$ cat src/rtl/cc_random_mux.sv
// Galois-LFSR random source multiplexed with external channels, delivered
// through a single-entry valid/ack output register.
module cc_random_mux #(
  parameter int                        RANDOM_WIDTH = 8,
  parameter int                        NCH          = 2,
  parameter int                        SELECT_WIDTH = 2,
  parameter logic [RANDOM_WIDTH-1:0]   SEED         = 8'h5A,
  parameter logic [RANDOM_WIDTH-1:0]   TAPS         = 8'hB8
) (
  input  logic                         CC_RANDOM_MUX_CLOCK_50,
  input  logic                         CC_RANDOM_MUX_RESET_InHigh,
  input  logic                         CC_RANDOM_MUX_enable_In,
  input  logic                         CC_RANDOM_MUX_seedLoad_In,
  input  logic [RANDOM_WIDTH-1:0]      CC_RANDOM_MUX_seed_InBUS,
  input  logic [SELECT_WIDTH-1:0]      CC_RANDOM_MUX_select_InBUS,
  input  logic [NCH*RANDOM_WIDTH-1:0]  CC_RANDOM_MUX_channel_InBUS,
  input  logic                         CC_RANDOM_MUX_request_In,
  input  logic                         CC_RANDOM_MUX_ack_In,
  output logic [RANDOM_WIDTH-1:0]      CC_RANDOM_MUX_RANDOM_Out,
  output logic                         CC_RANDOM_MUX_valid_Out
);

  localparam int W = RANDOM_WIDTH;

  typedef enum logic {
    ST_IDLE  = 1'b0,
    ST_VALID = 1'b1
  } state_e;

  state_e         state_q;
  logic [W-1:0]   lfsr_q, lfsr_d;
  logic [W-1:0]   rand_q;
  logic           valid_q;
  logic [W-1:0]   src_sel;
  logic           capture;

  function automatic logic [W-1:0] lfsr_step(input logic [W-1:0] v);
    lfsr_step = v[0] ? ((v >> 1) ^ TAPS) : (v >> 1);
  endfunction

  // A zero runtime seed would lock the LFSR, so fall back to SEED.
  always_comb begin
    lfsr_d = lfsr_q;
    if (CC_RANDOM_MUX_seedLoad_In) begin
      lfsr_d = (CC_RANDOM_MUX_seed_InBUS == '0) ? SEED : CC_RANDOM_MUX_seed_InBUS;
    end else if (CC_RANDOM_MUX_enable_In) begin
      lfsr_d = lfsr_step(lfsr_q);
    end
  end

  always_ff @(posedge CC_RANDOM_MUX_CLOCK_50 or posedge CC_RANDOM_MUX_RESET_InHigh) begin
    if (CC_RANDOM_MUX_RESET_InHigh) lfsr_q <= SEED;
    else                            lfsr_q <= lfsr_d;
  end

  // Out-of-range selects resolve to the current output so a capture is a no-op on data.
  always_comb begin
    src_sel = rand_q;
    if (CC_RANDOM_MUX_select_InBUS == '0) src_sel = lfsr_q;
    for (int k = 0; k < NCH; k++) begin
      if (int'(CC_RANDOM_MUX_select_InBUS) == k + 1)
        src_sel = CC_RANDOM_MUX_channel_InBUS[k*W +: W];
    end
  end

  assign capture = CC_RANDOM_MUX_request_In &&
                   ((state_q == ST_IDLE) || CC_RANDOM_MUX_ack_In);

  always_ff @(posedge CC_RANDOM_MUX_CLOCK_50 or posedge CC_RANDOM_MUX_RESET_InHigh) begin
    if (CC_RANDOM_MUX_RESET_InHigh) begin
      state_q <= ST_IDLE;
      rand_q  <= '0;
      valid_q <= 1'b0;
    end else begin
      case (state_q)
        ST_IDLE: begin
          if (capture) begin
            rand_q  <= src_sel;
            valid_q <= 1'b1;
            state_q <= ST_VALID;
          end
        end
        ST_VALID: begin
          if (CC_RANDOM_MUX_ack_In) begin
            if (capture) begin
              rand_q <= src_sel;
            end else begin
              valid_q <= 1'b0;
              state_q <= ST_IDLE;
            end
          end
        end
        default: begin
          state_q <= ST_IDLE;
          valid_q <= 1'b0;
        end
      endcase
    end
  end

  assign CC_RANDOM_MUX_RANDOM_Out = rand_q;
  assign CC_RANDOM_MUX_valid_Out  = valid_q;

endmodule
$ cat config.mk
export PLATFORM = sky130hd
export DESIGN_NAME = cc_random_mux
export DESIGN_NICKNAME = d
export VERILOG_FILES = /design/src/rtl/cc_random_mux.sv
export SDC_FILE = /design/constraint.sdc
export NUM_CORES = 1
export LEC_CHECK = 0
export ABC_AREA = 1
export CELL_PAD_IN_SITES_DETAIL_PLACEMENT = 0
export CELL_PAD_IN_SITES_GLOBAL_PLACEMENT = 2
export CORE_ASPECT_RATIO = 2
export CORE_MARGIN = 2
export CORE_UTILIZATION = 24
export CTS_BUF_LIST = sky130_fd_sc_hd__clkbuf_8 sky130_fd_sc_hd__clkbuf_16
export DETAILED_ROUTE_END_ITERATION = 8
export HOLD_SLACK_MARGIN = 0.08
export PLACE_DENSITY_LB_ADDON = 0.1
export SLEW_MARGIN = 5
export SYNTH_ARGS = -nofsm -noshare
export SYNTH_HDL_FRONTEND = slang
export SYNTH_SLANG_ARGS = --single-unit
$ cat constraint.sdc
create_clock -name CC_RANDOM_MUX_CLOCK_50 -period 2 [get_ports CC_RANDOM_MUX_CLOCK_50]
set_clock_uncertainty 0.2 [all_clocks]
set_input_delay 0.5 -clock CC_RANDOM_MUX_CLOCK_50 [delete_from_list [all_inputs] [get_ports CC_RANDOM_MUX_CLOCK_50]]
set_output_delay 0.5 -clock CC_RANDOM_MUX_CLOCK_50 [all_outputs]
set_load 0.1 [all_outputs]
==> out/qor.csv, run 1 <==
metric,value,unit
run status,completed,
fmax,602,MHz
RSZ-0062 raised after global routing,false,
Post-layout nets,241,
Post-Syn Nets,194,
all-layer global routing usage,14.1,%
Antenna diodes,0,
total number of yosys warnings,0,
"Primary FF master, synth",dfrtp_1,
CP dominant cell by count,o21ai_0,
DR WL met2,2000,µm
setup violators final,0,
pin count of the biggest net entering global routing,19,
Die Y,99.1,µm
Min-Delay Path Class,flop to flop,
Worst Hold Path Cells,2,
Layout Cells excl Fill,262,
die width,51.5,µm
cell with the most instances after synthesis,nand2_1,
CP cell instances,clkdlybuf4s50_1 > inv_1 > nor2_1 > o21ai_0 > o21ai_0,
reg2reg end,lfsr_q[3],
initial antenna violation count,0,
Post-synth EDFFs,0,
WL met3,124,µm
area share of the largest cell type after synthesis,32.3,%
vias in the first global route,1226,
"Core Util, Final",39.1,%
DRT Pass-1 Iters,4,
# hold bufs at CTS,0,
R2R Path Start,lfsr_q[4],
clock period minus worst slack,1660,ps
ANT nets after route,0,
Placed Cells,258,
CTS H-tree depth,1,
first-pass GRT wire length,5410,µm
Resized Gates After CTS,0,
FF-to-FF path depth,6,
top post-synthesis cells by area,"dfrtp_1 (32%), nand2_1 (25%), nor2_1 (11%), dfstp_2 (9.7%), nand3_1 (4.2%)",
Final period util,83.0,%
CP required,1980,ps
Worst Setup End Kind,flop,
Synth Area in Compound Gates,6.23,%
Worst-Margin Slew,266,ps
Sink Count,18,
Yosys reg bits,18,
critical path class,input port to flop,
Fin Setup TNS,0,ps
Max Root-Sink Buffers,2,
post-CTS setup buffers,0,
share of layout cells above drive strength 1,13.9,%
proportion of synthesized area in mux cells,0,%
post-synthesis adder-cell area fraction,0,%
"Reg clk slew, reported paths",70,ps
die area,5110,µm²
HPWL Detailed,2640,µm
CTS root buf,clkbuf_8,
clk_lat worst skew,260,ps
Cells after Synth,162,
Final Hold Fails,0,
CTS Buf Count,3,
via count,1142,
min-delay src,lfsr_q[6],
number of port buffers,40,
Detailed Route Iter0 Violations,15,
post-synthesis sequential area ratio,42.0,%
WL met1,1090,µm
Core Region,4340,µm²
Slew HR,82.2,%
Worst setup SP type,input port,
static leakage,0.000845,µW
max incr delay on CP,520,ps
max_cap viols,0,
Crit path arrival time,1640,ps
Rows,34,
distinct cell type count after synthesis,17,
initial core utilization,25.0,%
slowest library cell on the worst path,clkdlybuf4s50_1,
CTS tree,built,
most instantiated cells after synthesis,"nand2_1 (71), nor2_1 (31), dfrtp_1 (14)",
Hold EP,lfsr_q[6],
grt ovf,0,
Area Overhead vs Synth,56.5,%
PwrDens,841,nW/µm²
Async SR Flop Fraction,100,%
CP Max Fanout,3,
IO Count,41,
VDD IR max,0.000389,V
mapped cell area,1080,µm²
main combinational cell family by area after synthesis,simple AND/OR/NAND/NOR gates,
Routed WL per cell,12.5,µm
FF-to-FF setup slack,680,ps
final WL,3280,µm
highest routed layer,met4,
placer congestion estimate,0.750,
Synth area leader,dfrtp_1,
xor/xnor cell area share of the yosys netlist,0,%
simple-gate portion of the synthesized area,43.8,%
"Avg Cell Area, Syn",6.70,µm²
Slew Limit Fails,0,
Post-route DRC,0,
Vias/cell,4.36,
-- report_power, final --
group | total, µW | switching, µW | internal [µW]
registers | 490 | 63.3 | 427
logic | 634 | 387 | 247
clock network | 304 | 129 | 175
-- sequential cells by signal, indices dropped and copies added (netlist names) --
register	flops
CC_RANDOM_MUX_valid_Out	1
CC_RANDOM_MUX_RANDOM_Out	8
state_q	1
lfsr_q	8
-- stage by stage --
stage          hold slack [ps]  total power (µW)  cell area (µm²)  setup WS [ps]
2_1_floorplan              236               856             1080            387
3_3_place_gp               274              1130             1640           53.5
3_5_place_dp               274              1140             1640           57.5
4_1_cts                    285              1450             1700            334
5_1_grt                    302              1510             1700            258
6_report                   287              1430             1700            339
-- critical path: cells and delay by family --
| kind | cells | cell delay, ps |
|---|---|---|
| buffers and inverters | 2 | 620 |
| AOI/OAI and AO/OA | 2 | 280 |
| and+or+nand+nor | 1 | 230 |
-- cells in the final DEF, fill, tap and decap left out, drive strengths merged --
cell / count
nor2: 32
buf: 14
a22oi: 1
dfstp: 4
nand2: 74
nand3: 10
o21ai: 8
dfrtp: 14
o211ai: 2
inv: 13
a21oi: 1
clkdlybuf4s50: 31
clkbuf: 4
-- worst max-delay path by stage --
| stage | from | to | slack [ps] | cells past startpoint |
|---|---|---|---|---|
| 2_1_floorplan | CC_RANDOM_MUX_valid_Out | CC_RANDOM_MUX_valid_Out | 390 | 0 |
| 3_3_place_gp | CC_RANDOM_MUX_enable_In | lfsr_q[5] | 50 | 5 |
| 3_5_place_dp | CC_RANDOM_MUX_enable_In | lfsr_q[5] | 60 | 5 |
| 4_1_cts | CC_RANDOM_MUX_enable_In | lfsr_q[5] | 330 | 5 |
| 5_1_grt | CC_RANDOM_MUX_select_InBUS[1] | CC_RANDOM_MUX_RANDOM_Out[7] | 260 | 6 |
| 6_report | CC_RANDOM_MUX_enable_In | lfsr_q[5] | 340 | 5 |
-- layout make-up --
type / count / area (µm²)
fillers: 488 / 2640
multi-input cells: 128 / 543
repair buffers: 45 / 528
flip-flops and latches: 18 / 455
well taps: 54 / 67.6
clock buffers: 4 / 55.1
inverters: 13 / 48.8
-- per-layer routing --
metal	GRT usage [%]	up-vias
li1	-	589
met1	13.0	520
met2	28.1	29
met3	1.67	4
met4	6.68	0
met5	0	-
-- logic make-up after synthesis --
logic type             Yosys count
buffers and inverters           16
and+or+nand+nor                116
DFF                             18
AOI/OAI and AO/OA               12
No activity file was read; power rests on OpenSTA's default activity.
==> run 2, diff against run 1 <==
- CORE_UTILIZATION: 24 -> 20
- clock period: 2 -> 1.5 ns (I/O delays scaled with it)
==> out/qor.csv, run 2 (synthesis results as in run 1) <==
metric,value,unit,change
run status,completed,,
PwrDens,1050,nW/µm²,+25%
FF-to-FF path depth,6,,unchanged
via count,1163,,+1.8%
setup violators final,0,,unchanged
Crit path arrival time,860,ps,-780 ps
max_cap viols,0,,unchanged
Max Root-Sink Buffers,2,,unchanged
CTS root buf,clkbuf_8,,
Slew HR,81.2,%,-0.95 points
Worst setup SP type,flop,,
Detailed Route Iter0 Violations,21,,+6
total power,1930,µW,+35%
pin count of the biggest net entering global routing,19,,unchanged
multi-input logic area,572,µm²,+5.3%
Routed WL per cell,12.1,µm,-3.1%
Area Overhead vs Synth,69.3,%,
Final Hold Fails,0,,unchanged
all-layer global routing usage,10.7,%,-3.3 points
R2R Path Start,lfsr_q[4],,
fill count,594,,+22%
Sink Count,18,,unchanged
reg2reg end,lfsr_q[3],,
DRT Pass-1 Iters,4,,unchanged
Slew Limit Fails,0,,unchanged
clock period minus worst slack,1430,ps,
"commonest non-fill, non-tap cells in the layout","nand2_1 (70), nor2_1 (30), clkdlybuf4s50_1 (27)",,
CTS tree,built,,
Placed Cells,274,,+6.2%
Vias/cell,4.15,,-4.7%
initial antenna violation count,0,,unchanged
ANT nets after route,0,,unchanged
Layout Cells excl Fill,280,,+6.9%
CTS H-tree depth,1,,unchanged
RSZ-0062 raised after global routing,false,,
CTS Buf Count,3,,unchanged
fmax,697,MHz,
Worst-Margin Slew,281,ps,+15.3 ps
final WL,3390,µm,+3.5%
CP Max Fanout,2,,-1
Worst Setup End Kind,output pin,,
Final period util,95.6,%,
"Reg clk slew, reported paths",70,ps,about the same
Antenna diodes,0,,unchanged
CP required,920,ps,-1060 ps
crit path buf inv count,1,,-1
die width,56.1,µm,+8.8%
slowest library cell on the worst path,dfrtp_1,,
Rows,38,,+12%
clk_lat worst skew,250,ps,about the same
FF-to-FF setup slack,250,ps,-430 ps
register area,455,µm²,unchanged
share of layout cells above drive strength 1,20.0,%,+6.1 points
die area,6060,µm²,+19%
Die Y,108,µm,+9.2%
grt ovf,0,,unchanged
IO Count,41,,unchanged
critical path's top delay family,flip-flops,,
Post-layout nets,253,,+5.0%
HPWL Detailed,2430,µm,-8.0%
max incr delay on CP,420,ps,-100 ps
CP cell instances,buf_12,,
VDD IR max,0.000574,V,+47%
Min-Delay Path Class,input port to asynchronous set/reset pin,,
"leading cell type in the layout, fill and taps excluded",nand2_1,,
static leakage,0.000930,µW,+10%
initial core utilization,20.4,%,-4.6 points
first-pass GRT wire length,5060,µm,-6.4%
placer congestion estimate,0.723,,-3.5%
number of port buffers,40,,unchanged
vias in the first global route,1080,,-12%
critical path class,flop to output pin,,
# hold bufs at CTS,0,,unchanged
Post-route DRC,0,,unchanged
Core Region,5330,µm²,+23%
## run 2: cell count changes in the layout (fill, tap and decap cells not counted), moves of 2 or more
cell,delta
clkdlybuf4s50_1,-4
dlymetal6s2s_1,+2
buf_12,+2
buf_4,+8
nand2_2,+2
dlygate4sd2_1,+2
## run 2: worst max path at each step
stage,depth (start not counted),slack (ps),from,to
floorplan,0,10,CC_RANDOM_MUX_valid_Out,CC_RANDOM_MUX_valid_Out
global placement,8,-280,CC_RANDOM_MUX_select_InBUS[1],CC_RANDOM_MUX_RANDOM_Out[4]
detailed placement,5,-300,CC_RANDOM_MUX_seedLoad_In,lfsr_q[5]
CTS,7,10,CC_RANDOM_MUX_select_InBUS[0],CC_RANDOM_MUX_RANDOM_Out[4]
global route,7,6,CC_RANDOM_MUX_ack_In,CC_RANDOM_MUX_RANDOM_Out[2]
finish,1,70,CC_RANDOM_MUX_RANDOM_Out[6],CC_RANDOM_MUX_RANDOM_Out[6]
## run 2: timing repair
item,in CTS,in global routing
buffers inserted,0,0
cloned,0,2
pin swaps,0,2
resized for setup,2,7
setup endpoints to repair,3,10
## run 2: cell type report
| type | count | share of cell area, % |
|---|---|---|
| Tap cell | 60 | 4.09 |
| Clock buffer | 4 | 3.00 |
| Inverter | 13 | 2.66 |
| Multi-Input combinational cell | 130 | 31.1 |
| Timing Repair Buffer | 55 | 34.3 |
| Sequential cell | 18 | 24.8 |
## run 2: routing by layer
metal | global-route usage, % | routed length (µm) | vias to the layer above
li1 | - | - | 621
met1 | 13.0 | 1410 | 508
met2 | 18.4 | 1780 | 27
met3 | 2.27 | 151 | 7
met4 | 4.08 | 59 | 0
met5 | 0 | 0 | -
## run 2: through the flow
stage | TNS [ps] | hold slack [ps] | util (%) | cell area, µm² | worst slack (ps)
final | 0 | 226 | 34.5 | 1840 | 65.9
after CTS | 0 | 221 | 33.9 | 1800 | 14.6
after global placement | -3810 | 272 | 32.9 | 1750 | -278
after floorplan | 0 | 111 | - | 1080 | 12.4
after global routing | 0 | 232 | 34.5 | 1840 | 5.95
after detailed placement | -4170 | 279 | 32.9 | 1750 | -299
## run 2: report_power, final
part           total (µW)  internal, µW  switching [µW]  leakage, µW
combinational         883           353             529     0.000690
sequential            654           569            84.9     0.000212
clock                 397           233             164    0.0000288
